===== config.mk =====
export PLATFORM = sky130hd
export DESIGN_NAME = morse_decoder
export DESIGN_NICKNAME = d
export VERILOG_FILES = /design/src/rtl/morse_decoder.sv
export SDC_FILE = /design/constraint.sdc
export NUM_CORES = 1
export LEC_CHECK = 0
export ABC_CLOCK_PERIOD_IN_PS = 3450
export CAP_MARGIN = 20
export CELL_PAD_IN_SITES_DETAIL_PLACEMENT = 1
export CELL_PAD_IN_SITES_GLOBAL_PLACEMENT = 1
export CORE_MARGIN = 1.5
export CORE_UTILIZATION = 45
export CTS_CLUSTER_DIAMETER = 80
export DETAILED_ROUTE_END_ITERATION = 10
export GPL_TIMING_DRIVEN = 0
export PLACE_DENSITY_LB_ADDON = 0.05
export SYNTH_ARGS = -nofsm -noshare
export SYNTH_HDL_FRONTEND = slang
export SYNTH_SLANG_ARGS = --single-unit
export TNS_END_PERCENT = 20

===== constraint.sdc =====
create_clock -name clk -period 3.45 [get_ports clk]
set_input_delay 0.345 -clock clk [delete_from_list [all_inputs] [get_ports clk]]
set_output_delay 0.345 -clock clk [all_outputs]
set_load 0.01 [all_outputs]

===== src/rtl/morse_decoder.sv =====
// Morse receiver: synchronises a mark/space line, classifies dots/dashes and gaps, and
// strobes out one character code per letter/digit. Define MORSE_DEBOUNCE_EN to add an input debounce filter.
module morse_decoder #(
    parameter int UNIT_CYCLES = 31250000
`ifdef MORSE_DEBOUNCE_EN
    ,
    parameter int DEBOUNCE_CYCLES = 1000
`endif
) (
    input  logic       clk,
    input  logic       rst,
    input  logic       morse_in,
    output logic [5:0] char_code,
    output logic       char_valid,
    output logic       red,
    output logic       green
);
    localparam int DUR_W = $clog2(8 * UNIT_CYCLES + 1);
    localparam logic [DUR_W-1:0] DUR_MAX  = DUR_W'(8 * UNIT_CYCLES);
    localparam logic [DUR_W-1:0] DASH_MIN = DUR_W'(2 * UNIT_CYCLES);
    localparam logic [DUR_W-1:0] GAP_CHAR = DUR_W'(3 * UNIT_CYCLES);
    localparam logic [5:0]       CODE_BAD = 6'd63;

    typedef enum logic [1:0] {IDLE, MARK, SPACE, EMIT} state_t;
    state_t state, state_next;

    logic             sync_a, sync_b, line_s, line_prev;
    logic [DUR_W-1:0] dur;
    logic [4:0]       sym_bits;
    logic [2:0]       sym_cnt;
    logic             ovf;
    logic [5:0]       code_reg, lookup_code;
    logic             push_sym, sym_dash, emit;

    always_ff @(posedge clk) begin
        if (!rst) begin
            sync_a <= 1'b0;
            sync_b <= 1'b0;
        end else begin
            sync_a <= morse_in;
            sync_b <= sync_a;
        end
    end

`ifdef MORSE_DEBOUNCE_EN
    localparam int DB_W = $clog2(DEBOUNCE_CYCLES + 1);
    logic [DB_W-1:0] db_cnt;

    // line_s follows the synchronised level only after it has differed for DEBOUNCE_CYCLES cycles in a row
    always_ff @(posedge clk) begin
        if (!rst) begin
            line_s <= 1'b0;
            db_cnt <= '0;
        end else if (sync_b == line_s) begin
            db_cnt <= '0;
        end else if (db_cnt == DB_W'(DEBOUNCE_CYCLES - 1)) begin
            line_s <= sync_b;
            db_cnt <= '0;
        end else begin
            db_cnt <= db_cnt + DB_W'(1);
        end
    end
`else
    assign line_s = sync_b;
`endif

    // dur holds the run length of line_prev, so a level change reports the length of the run just ended
    always_ff @(posedge clk) begin
        if (!rst) begin
            line_prev <= 1'b0;
            dur       <= '0;
        end else begin
            line_prev <= line_s;
            if (line_s != line_prev)
                dur <= DUR_W'(1);
            else if (dur != DUR_MAX)
                dur <= dur + DUR_W'(1);
        end
    end

    always_ff @(posedge clk) begin
        if (!rst)
            state <= IDLE;
        else
            state <= state_next;
    end

    always_comb begin
        state_next = state;
        push_sym   = 1'b0;
        sym_dash   = 1'b0;
        emit       = 1'b0;
        case (state)
            IDLE: if (line_s) state_next = MARK;
            MARK: begin
                if (!line_s) begin
                    push_sym   = 1'b1;
                    sym_dash   = (dur >= DASH_MIN);
                    state_next = SPACE;
                end
            end
            // a gap of exactly three units ending on a rising edge still closes the character
            SPACE: begin
                if (dur >= GAP_CHAR)
                    state_next = EMIT;
                else if (line_s)
                    state_next = MARK;
            end
            EMIT: begin
                emit       = 1'b1;
                state_next = line_s ? MARK : IDLE;
            end
            default: state_next = IDLE;
        endcase
    end

    // key is {symbol count, symbols with the first one in the most significant used bit}
    always_comb begin
        lookup_code = CODE_BAD;
        if (!ovf) begin
            case ({sym_cnt, sym_bits})
                8'b010_00001: lookup_code = 6'd0;
                8'b100_01000: lookup_code = 6'd1;
                8'b100_01010: lookup_code = 6'd2;
                8'b011_00100: lookup_code = 6'd3;
                8'b001_00000: lookup_code = 6'd4;
                8'b100_00010: lookup_code = 6'd5;
                8'b011_00110: lookup_code = 6'd6;
                8'b100_00000: lookup_code = 6'd7;
                8'b010_00000: lookup_code = 6'd8;
                8'b100_00111: lookup_code = 6'd9;
                8'b011_00101: lookup_code = 6'd10;
                8'b100_00100: lookup_code = 6'd11;
                8'b010_00011: lookup_code = 6'd12;
                8'b010_00010: lookup_code = 6'd13;
                8'b011_00111: lookup_code = 6'd14;
                8'b100_00110: lookup_code = 6'd15;
                8'b100_01101: lookup_code = 6'd16;
                8'b011_00010: lookup_code = 6'd17;
                8'b011_00000: lookup_code = 6'd18;
                8'b001_00001: lookup_code = 6'd19;
                8'b011_00001: lookup_code = 6'd20;
                8'b100_00001: lookup_code = 6'd21;
                8'b011_00011: lookup_code = 6'd22;
                8'b100_01001: lookup_code = 6'd23;
                8'b100_01011: lookup_code = 6'd24;
                8'b100_01100: lookup_code = 6'd25;
                8'b101_11111: lookup_code = 6'd26;
                8'b101_01111: lookup_code = 6'd27;
                8'b101_00111: lookup_code = 6'd28;
                8'b101_00011: lookup_code = 6'd29;
                8'b101_00001: lookup_code = 6'd30;
                8'b101_00000: lookup_code = 6'd31;
                8'b101_10000: lookup_code = 6'd32;
                8'b101_11000: lookup_code = 6'd33;
                8'b101_11100: lookup_code = 6'd34;
                8'b101_11110: lookup_code = 6'd35;
                default:      lookup_code = CODE_BAD;
            endcase
        end
    end

    always_ff @(posedge clk) begin
        if (!rst) begin
            sym_bits <= '0;
            sym_cnt  <= '0;
            ovf      <= 1'b0;
            code_reg <= CODE_BAD;
            red      <= 1'b0;
            green    <= 1'b0;
        end else begin
            if (emit) begin
                sym_bits <= '0;
                sym_cnt  <= '0;
                ovf      <= 1'b0;
                code_reg <= lookup_code;
                green    <= (lookup_code != CODE_BAD);
                red      <= (lookup_code == CODE_BAD);
            end else if (push_sym) begin
                if (ovf || sym_cnt == 3'd5) begin
                    ovf <= 1'b1;
                end else begin
                    sym_bits <= {sym_bits[3:0], sym_dash};
                    sym_cnt  <= sym_cnt + 3'd1;
                end
            end
            if (state == MARK) begin
                red   <= 1'b0;
                green <= 1'b0;
            end
        end
    end

    assign char_valid = emit;
    assign char_code  = emit ? lookup_code : code_reg;

endmodule


==> flow_metrics.env <==
export IMPL_status="finished, violations left"
export IMPL_violations="design-rule violations"
export IMPL_cp_end_kind="output pin"
export IMPL_start_util=0.472
export IMPL_core_area_um2=6460
export IMPL_crit_cells=9
export IMPL_route_detailed_drc=1
export IMPL_die_w_um=85.4
export IMPL_crit_path_top_delay_cell="clkdlybuf4s50_1"
export IMPL_largest_reg_flops=28
export IMPL_post_route_period_util=0.961
export IMPL_yosysTopAreaCellShare=0.328
export IMPL_whs_path_depth=1
export IMPL_cts_sinks=50
export IMPL_p_sw_mw=0.214
export IMPL_skew_ns=0.00639
export IMPL_dr_pass1_iters=7
export IMPL_period_minus_slack_ns=3.32
export IMPL_p_leak_nw=1.18
export IMPL_ctsHoldBuffers=0
export IMPL_io_pins=12
export IMPL_overflow=0
export IMPL_cap_violations=0
export IMPL_rsz0062_at_grt="no"
export IMPL_reg2reg_depth=7
export IMPL_antenna_found_initial=0
export IMPL_synth_seq_cells=50
export IMPL_antenna_cells=0
export IMPL_postPlaceCellArea_um2=3260
export IMPL_cts_buffer_depth=2
export IMPL_clk_latency_ns=0.30
export IMPL_cts_buffers=5
export IMPL_yosysSeqAreaShare=0.328
export IMPL_areaGrowthSynthToFinish_pct=10.1
export IMPL_slowest_delay_ns=0.53
export IMPL_clk_pin_slew_worst_paths_ns=0.09
export IMPL_grt_max_degree=15
export IMPL_grt_use_total=0.223
export IMPL_crit_arrival_ns=2.97
export IMPL_drv_slew=0
export IMPL_htree_levels=2
export IMPL_routed_wl_um=7850
export IMPL_final_cell_mix="66 x nor2_1, 50 x dfxtp_1, 31 x nand2_1"
export IMPL_cp_buffers_inverters=3
export IMPL_hold_viol_final=0
export IMPL_grt_pass1_wl_um=13100
export IMPL_drt_iter0_drc=93
export IMPL_worstMarginPinSlew_ns=0.694
export IMPL_root_buffer="clkbuf_8"
export IMPL_synth_cell_area_um2=3050
export IMPL_yosys_warnings=0
export IMPL_die_y_um=85.4
export IMPL_slew_headroom=0.531
export IMPL_cp_required_ns=3.11
export IMPL_yosys_top_cells_area="dfxtp_1 33%, nor2_1 8.1%, xor2_1 4.9%, xnor2_1 4.6%, nand2_1 3.8%"
export IMPL_p_comb_frac=0.036
export IMPL_synth_avg_cell_area_um2=8.29
export IMPL_gp_congestion=0.912
export IMPL_via_count=2712
export IMPL_finalSetupViolations=0
export IMPL_fin_setup_tns_ns=0
export IMPL_p_per_area_nw_per_um2=281
export IMPL_rows=29
export IMPL_layout_commonest_cell="nor2_1"
export IMPL_ys_flop_type="dfxtp_1"
export IMPL_cp_top_family="buffers and inverters"
export IMPL_p_int_mw=0.730
export IMPL_crit_type="reg -> out"
export IMPL_portBuffers=11
export IMPL_cp_cell_sequence="buf_6, nor4bb_4, buf_4, a32o_1, a221o_1, and4bb_4, and4b_4, o32a_1, clkdlybuf4s50_1"
export IMPL_antenna_left=0
export IMPL_synth_enable_flop_cells=0
export IMPL_tritoncts="done"
export IMPL_syn_inst=368
export IMPL_power_frac_seq=0.621
export IMPL_wire_per_inst_um=16.9
export IMPL_dieArea_um2=7280
export IMPL_crit_fanout=9
export IMPL_swShare=0.226
export IMPL_ys_types=71
export IMPL_grt_pass1_vias=2683
export IMPL_ir_drop_mv=0.172
export IMPL_post_dp_hpwl_um=5850
export IMPL_start_kind="flop"
export IMPL_clock_power_share=0.343
export IMPL_hp_class="reg -> reg"
export IMPL_layout_drive_gt1_share=0.126
export IMPL_syn_num_nets=375
export IMPL_async_flop_share=0
export IMPL_nets=395
export IMPL_fmax_mhz=302
export IMPL_yosys_area_top_type="dfxtp_1"
export IMPL_vias_per_cell=5.83
export IMPL_final_area_um2=3360
final cells by class:
cell class                      instances  area, um^2
Sequential cell                        50        1000
Fill cell                             804        3100
Timing Repair Buffer                   13         125
Clock inverter                          2        10.0
Inverter                               14        52.6
Buffer                                 21         171
Clock buffer                            5        68.8
Tap cell                               77        96.3
Multi-Input combinational cell        283        1840
cells by family after synthesis:
logic type,share of synthesized area
flip-flops,0.328
buffers and inverters,0.0734
XOR/XNOR,0.0947
AO/OA/AOI/OAI,0.150
multiplexers,0.00328
adder cells (fa/ha/maj),0.0164
AND/OR/NAND/NOR,0.334
cell usage after synthesis (4+ instances only):
cell	n
buf_6	9
a21oi_1	13
and3_1	7
o21ai_0	8
a31oi_1	7
o211ai_1	5
nor2_1	66
nand2_1	31
ha_1	4
nand4_1	12
xor2_1	17
nor4b_1	4
xnor2_1	16
inv_1	13
dfxtp_1	50
nor3_1	6
clkbuf_1	5
nor4_1	5
nand2b_1	4
nand3_1	14
power by group through the flow:
stage | registers [mW] | logic, mW | clock network, mW
5_1_grt | 0.587 | 0.0391 | 0.358
3_3_place_gp | 0.600 | 0.0340 | 0
6_report | 0.586 | 0.0337 | 0.324
2_1_floorplan | 0.598 | 0.0234 | 0
4_1_cts | 0.586 | 0.0348 | 0.336
3_5_place_dp | 0.600 | 0.0347 | 0
repair_timing:
| item | CTS | global route |
|---|---|---|
| resized for setup | 0 | 1 |
| buffers inserted | 0 | 2 |
| endpoints found under the setup margin | 0 | 2 |
metrics by stage:
stage	power, mW	std cells	worst slack (ns)	util	hold slack (ns)
detailed placement	0.634	456	0.451	0.504	0.432
finish	0.944	465	0.133	0.520	0.455
global placement	0.634	456	0.453	0.504	0.418
CTS	0.957	463	0.126	0.517	0.458
floorplan	0.622	368	1.16	-	0.412
global route	0.984	465	0.0372	0.520	0.470
metal layers:
metal | share of wire | vias to the layer above | global-route usage | wire (um)
met5 | 0 | - | 0 | 0
met4 | 0.017 | 0 | 0.0660 | 133
met3 | 0.021 | 8 | 0.0292 | 161
met2 | 0.50 | 38 | 0.392 | 3930
met1 | 0.46 | 1322 | 0.285 | 3630
li1 | - | 1344 | - | -
path summary, 6_finish.rpt:
kind,slack (ns),start,end
worst min register to register,0.45,sync_a$_SDFF_PN0_,line_s$_SDFF_PN0_
worst max register to register,1.20,sym_cnt[0]$_SDFFE_PP0P_,code_reg[1]$_SDFF_PN1_
worst min-delay path,0.45,sync_a$_SDFF_PN0_,line_s$_SDFF_PN0_
worst max-delay path,0.13,sym_cnt[0]$_SDFFE_PP0P_,char_code[1]
Power figures use the tool's default switching activity.
==> variant 1, RTL diff (same flow settings) <==
The option `MORSE_DEBOUNCE_EN` is turned on by a define.
--- a/src/rtl/morse_decoder.sv
+++ b/src/rtl/morse_decoder.sv
@@ -1,4 +1,6 @@
 // Morse receiver: synchronises a mark/space line, classifies dots/dashes and gaps, and
 // strobes out one character code per letter/digit. Define MORSE_DEBOUNCE_EN to add an input debounce filter.
+`define MORSE_DEBOUNCE_EN
+
 module morse_decoder #(
     parameter int UNIT_CYCLES = 31250000
Function: no difference found for any inputs over 10 cycles, from zero or initial values and one cycle with rst low; that may be too few to reach the edited logic, so the function may still have changed.
==> variant 1 against the original RTL <==
- power up 38%
- largest power group unchanged
- non-clock buffer count up 1
- utilization up 1.5 points
- final area up 16%
- sequential cell count up 11
- setup slack worse by 0.0024 ns
- first-iteration DRC count up 5.4%
- maximum frequency about the same
- combinational power down 20%
- highest routed layer unchanged
- area after synthesis up 12%
- routed wire length up 16%
- sequential power up 22%
==> variant 1: results (changes against the original RTL) <==
GRT Util Overall=23.4% (was 22.3%); postcts setup bufs=2 (was 0); # nets final=462 (was 395); slowest stage delay, CP=0.48 ns (was 0.53 ns); DR WL/cell=16.3 µm (was 16.9 µm); worst-path fanout max=10 (was 9); Netlist cell types=65 (was 71); Max Clock Skew=0.00811 ns (was 0.00639 ns); Leakage=1.38 nW (was 1.18 nW); syn nets=438 (was 375); Synth Area in Adders=1.84% (was 1.64%); H-tree levels=3 (was 2); Slew HR=42.1% (was 53.1%); ANT cells=0 (unchanged); total CTS buffers=9 (was 5); Fillers=957 (was 804); Starting DRT DRC Count=98 (was 93); top cells by area, synth=dfxtp_1 (36%), nor2_1 (7.1%), xor2_1 (5.1%), nand2_1 (4.6%), xnor2_1 (3.9%) (was dfxtp_1 (33%), nor2_1 (8.1%), xor2_1 (4.9%), xnor2_1 (4.6%), nand2_1 (3.8%)); worst-case vdd ir drop=0.282 mV (was 0.172 mV); complex-gate fraction of the synthesized area=14.9% (was 15.0%); largest net degree at the start of global routing=13 (was 15); Via-to-Cell Ratio=5.79 (was 5.83); RePlAce Congestion=0.902 (was 0.912); DP Area=3640 µm² (was 3260 µm²); later-pin clock latency in the skew report=0.34 ns (was 0.30 ns); Seq/Total Area, Yosys=35.9% (was 32.8%); clock-pin slew on the worst setup and hold paths=0.07 ns (was 0.09 ns); status=completed (was complete, but fails checks); drt first pass iters=4 (was 7); Port Buffer Count=11 (unchanged); layout cells sized above 1=10.9% (was 12.6%); hpwl dp=6.70 mm (was 5.85 mm); global-route wire length before repair=15.4 mm (was 13.1 mm); vias in the first global route=3218 (was 2683)
-- variant 1: layout make-up --
class / count / area, µm² / area share, %
Clock inverter: 7 / 50.0 / 1.28
Inverter: 13 / 48.8 / 1.25
Buffer: 22 / 113 / 2.89
Multi-Input combinational cell: 334 / 2090 / 53.7
Sequential cell: 61 / 1220 / 31.4
Tap cell: 99 / 124 / 3.18
Timing Repair Buffer: 13 / 125 / 3.21
Clock buffer: 9 / 124 / 3.18
-- variant 1: where the power goes --
group	internal, W	total, W	leakage [nW]	switching, W
sequential	0.000708	0.000713	0.494	0.00000450
clock	0.000262	0.000560	0.0820	0.000298
combinational	0.00000952	0.0000271	0.799	0.0000176
total	0.000980	0.00130	1.38	0.000320
-- variant 1: final timing paths --
check             startpoint      endpoint  slack (ns)  depth (start not counted)
setup / recovery  sym_cnt[1]  char_code[0]        0.13                          9
hold / removal     db_cnt[0]     db_cnt[0]        0.44                          1
setup reg to reg      dur[7]       dur[27]        0.99                          7
hold reg to reg    db_cnt[0]     db_cnt[0]        0.44                          1
-- variant 1: logic make-up after synthesis --
logic type	after synthesis
AOI/OAI and AO/OA	78
muxes	4
DFF	61
and+or+nand+nor	212
buffers and inverters	35
xor gates and xnor gates	35
adders and majority gates	5
-- variant 1: through the flow --
stage | std cells | worst slack, ns | utilization, %
6_report | 558 | 0.131 | 53.5
5_1_grt | 558 | 0.0155 | 53.5
4_1_cts | 558 | -0.00551 | 52.7
3_5_place_dp | 540 | 0.272 | 49.9
3_3_place_gp | 540 | 0.371 | 49.9
2_1_floorplan | 430 | 1.12 | -
-- variant 1: per-layer routing --
layer  routed length (µm)  part of all wire (%)  track usage (%)
met2                 4500                    49             41.2
met1                 4130                    45             28.8
met5                    0                     0                0
met3                  226                   2.5             2.88
met4                  240                   2.6             9.92
==> variant 2, RTL diff (same settings) <==
Made on the original files. Encoding of `state_t`: now one-hot (4 bits for 4 states).
--- a/src/rtl/morse_decoder.sv
+++ b/src/rtl/morse_decoder.sv
@@ -22,5 +22,5 @@
     localparam logic [5:0]       CODE_BAD = 6'd63;
 
-    typedef enum logic [1:0] {IDLE, MARK, SPACE, EMIT} state_t;
+    typedef enum logic [3:0] {IDLE = 4'b0001, MARK = 4'b0010, SPACE = 4'b0100, EMIT = 4'b1000} state_t;
     state_t state, state_next;
 
Behaviour: no difference found for any inputs over 10 cycles, from zero or initial values and one cycle with rst low; not proved beyond that.
==> variant 2 against the original RTL <==
- setup slack improved by 0.023 ns
- utilization is 0.13 points higher
- final area rose by 0.82%
- combinational power up 3%
- sequential power up 4.1%
- register-to-register slack worse by 0.13 ns
- sequential cell count rose by 2
- sequential share of layout area increased by 0.94 points
- power is 5.8% higher
- routed wire length up 4.1%
- area after synthesis is 0.86% higher
- highest routed layer unchanged
==> variant 2: results (changes against the original RTL) <==
H-tree levels=2 (unchanged); Critical-path top delay cell=clkdlybuf4s50_1 (unchanged); min-delay worst type=register to register (unchanged); Slew HR=44.1% (was 53.1%); status=completed (was complete, but fails checks); setup TNS=0 ns (unchanged); Largest register FFs=28 (unchanged); layout cells sized above 1=9.25% (was 12.6%); DP Area=3280 µm² (was 3260 µm²); top cells by area, synth=dfxtp_1 (34%), nor2_1 (7.3%), xor2_1 (6.0%), nand2_1 (3.5%), a31oi_1 (2.6%) (was dfxtp_1 (33%), nor2_1 (8.1%), xor2_1 (4.9%), xnor2_1 (4.6%), nand2_1 (3.8%)); arrival time worst endpoint=2.95 ns (was 2.97 ns); number of antenna violations at the first check in global routing=0 (unchanged); Port Buffer Count=11 (unchanged); Seq/Total Area, Yosys=33.8% (was 32.8%); global-route wire length before repair=13.9 mm (was 13.1 mm); worst setup path start=sym_cnt[1] (was sym_cnt[0]); clock-pin slew on the worst setup and hold paths=0.10 ns; Via-to-Cell Ratio=6.08 (was 5.83); slowest stage delay, CP=0.58 ns (was 0.53 ns); Worst Hold Launch=sync_a (unchanged); # nets final=406 (was 395); Fillers=800 (was 804); final slew viol count=0 (unchanged); Netlist cell types=62 (was 71); GRT Util Overall=23.6% (was 22.3%); ANT cells=0 (unchanged); Clock Path Buffers=2 (unchanged); drt first pass iters=4 (was 7); Synthesis Warnings=0 (unchanged); worst-path fanout max=10 (was 9); Synth Flop Type=dfxtp_1 (unchanged); later-pin clock latency in the skew report=0.30 ns (about the same); DR WL/cell=17.1 µm (was 16.9 µm); syn nets=388 (was 375); largest net degree at the start of global routing=17 (was 15); top post-synthesis cells by count=nor2_1 (60), dfxtp_1 (52), nand2_1 (29) (was nor2_1 (66), dfxtp_1 (50), nand2_1 (31)); CTS root buf=clkbuf_8 (unchanged); RePlAce Congestion=0.873 (was 0.912); vias in the first global route=2776 (was 2683); Max Clock Skew=0.00774 ns (was 0.00639 ns); Starting DRT DRC Count=163 (was 93); asr flop ratio synth=0% (unchanged); Leakage=1.19 nW (was 1.18 nW); hpwl dp=6.01 mm (was 5.85 mm); worst-case vdd ir drop=0.253 mV (was 0.172 mV); total CTS buffers=5 (unchanged)
-- variant 2: area by class of cell --
cell class | instances | area [µm²] | share of cell area, %
plain buffers | 21 | 115 | 3.40
clock buffers | 6 | 72.6 | 2.14
clock inverters | 2 | 16.3 | 0.480
inverters | 9 | 33.8 | 0.997
multi-input cells | 299 | 1900 | 56.2
flip-flops and latches | 52 | 1040 | 30.7
well taps | 77 | 96.3 | 2.84
repair buffers | 11 | 110 | 3.25
-- variant 2: per-stage QoR --
stage / instances / setup WS (ns) / util, % / hold WS [ns]
6_report: 477 / 0.156 / 52.2 / 0.456
5_1_grt: 477 / 0.00532 / 52.2 / 0.475
4_1_cts: 477 / 0.0737 / 52.0 / 0.460
3_5_place_dp: 469 / 0.334 / 50.6 / 0.435
3_3_place_gp: 469 / 0.369 / 50.6 / 0.417
2_1_floorplan: 381 / 1.31 / - / 0.412
-- variant 2: critical path, delay by kind of cell (launching register included) --
family / cells / cell delay, ns
buffers and inverters: 5 / 1.28
DFF: 1 / 0.33
and+or+nand+nor: 3 / 0.66
AOI/OAI and AO/OA: 2 / 0.37
-- variant 2: report_power, final --
part	switching [W]	internal, W
clock network	0.000209	0.000145
logic	0.0000226	0.0000121
registers	0.00000529	0.000605
total	0.000237	0.000762
-- variant 2: timing repair --
action	CTS	global route
gates resized for setup	1	4
endpoints found under the setup margin	2	5
hold buffers	0	0
setup buffers	0	0
-- variant 2: per-layer routing --
layer,up-vias,global-route usage [%],part of all wire (%)
met3,6,3.27,3.6
met4,0,5.72,0.83
li1,1420,-,-
met1,1420,35.0,51
met5,-,0,0
met2,54,35.9,45
-- variant 2: cell families after synthesis --
family	Yosys count	share of synthesized area [%]
AO/OA/AOI/OAI	67	15.2
XOR/XNOR	30	8.54
adder cells (fa/ha/maj)	4	1.63
buffers and inverters	30	4.76
flip-flops	52	33.8
multiplexers	5	1.63
AND/OR/NAND/NOR	193	34.4
-- variant 2: worst paths after layout --
path                       end  slack, ns  depth (start not counted)
hold reg to reg         line_s       0.46                          1
setup / recovery  char_code[3]       0.16                         10
hold / removal          line_s       0.46                          1
setup reg to reg   sym_bits[4]       1.07                          7
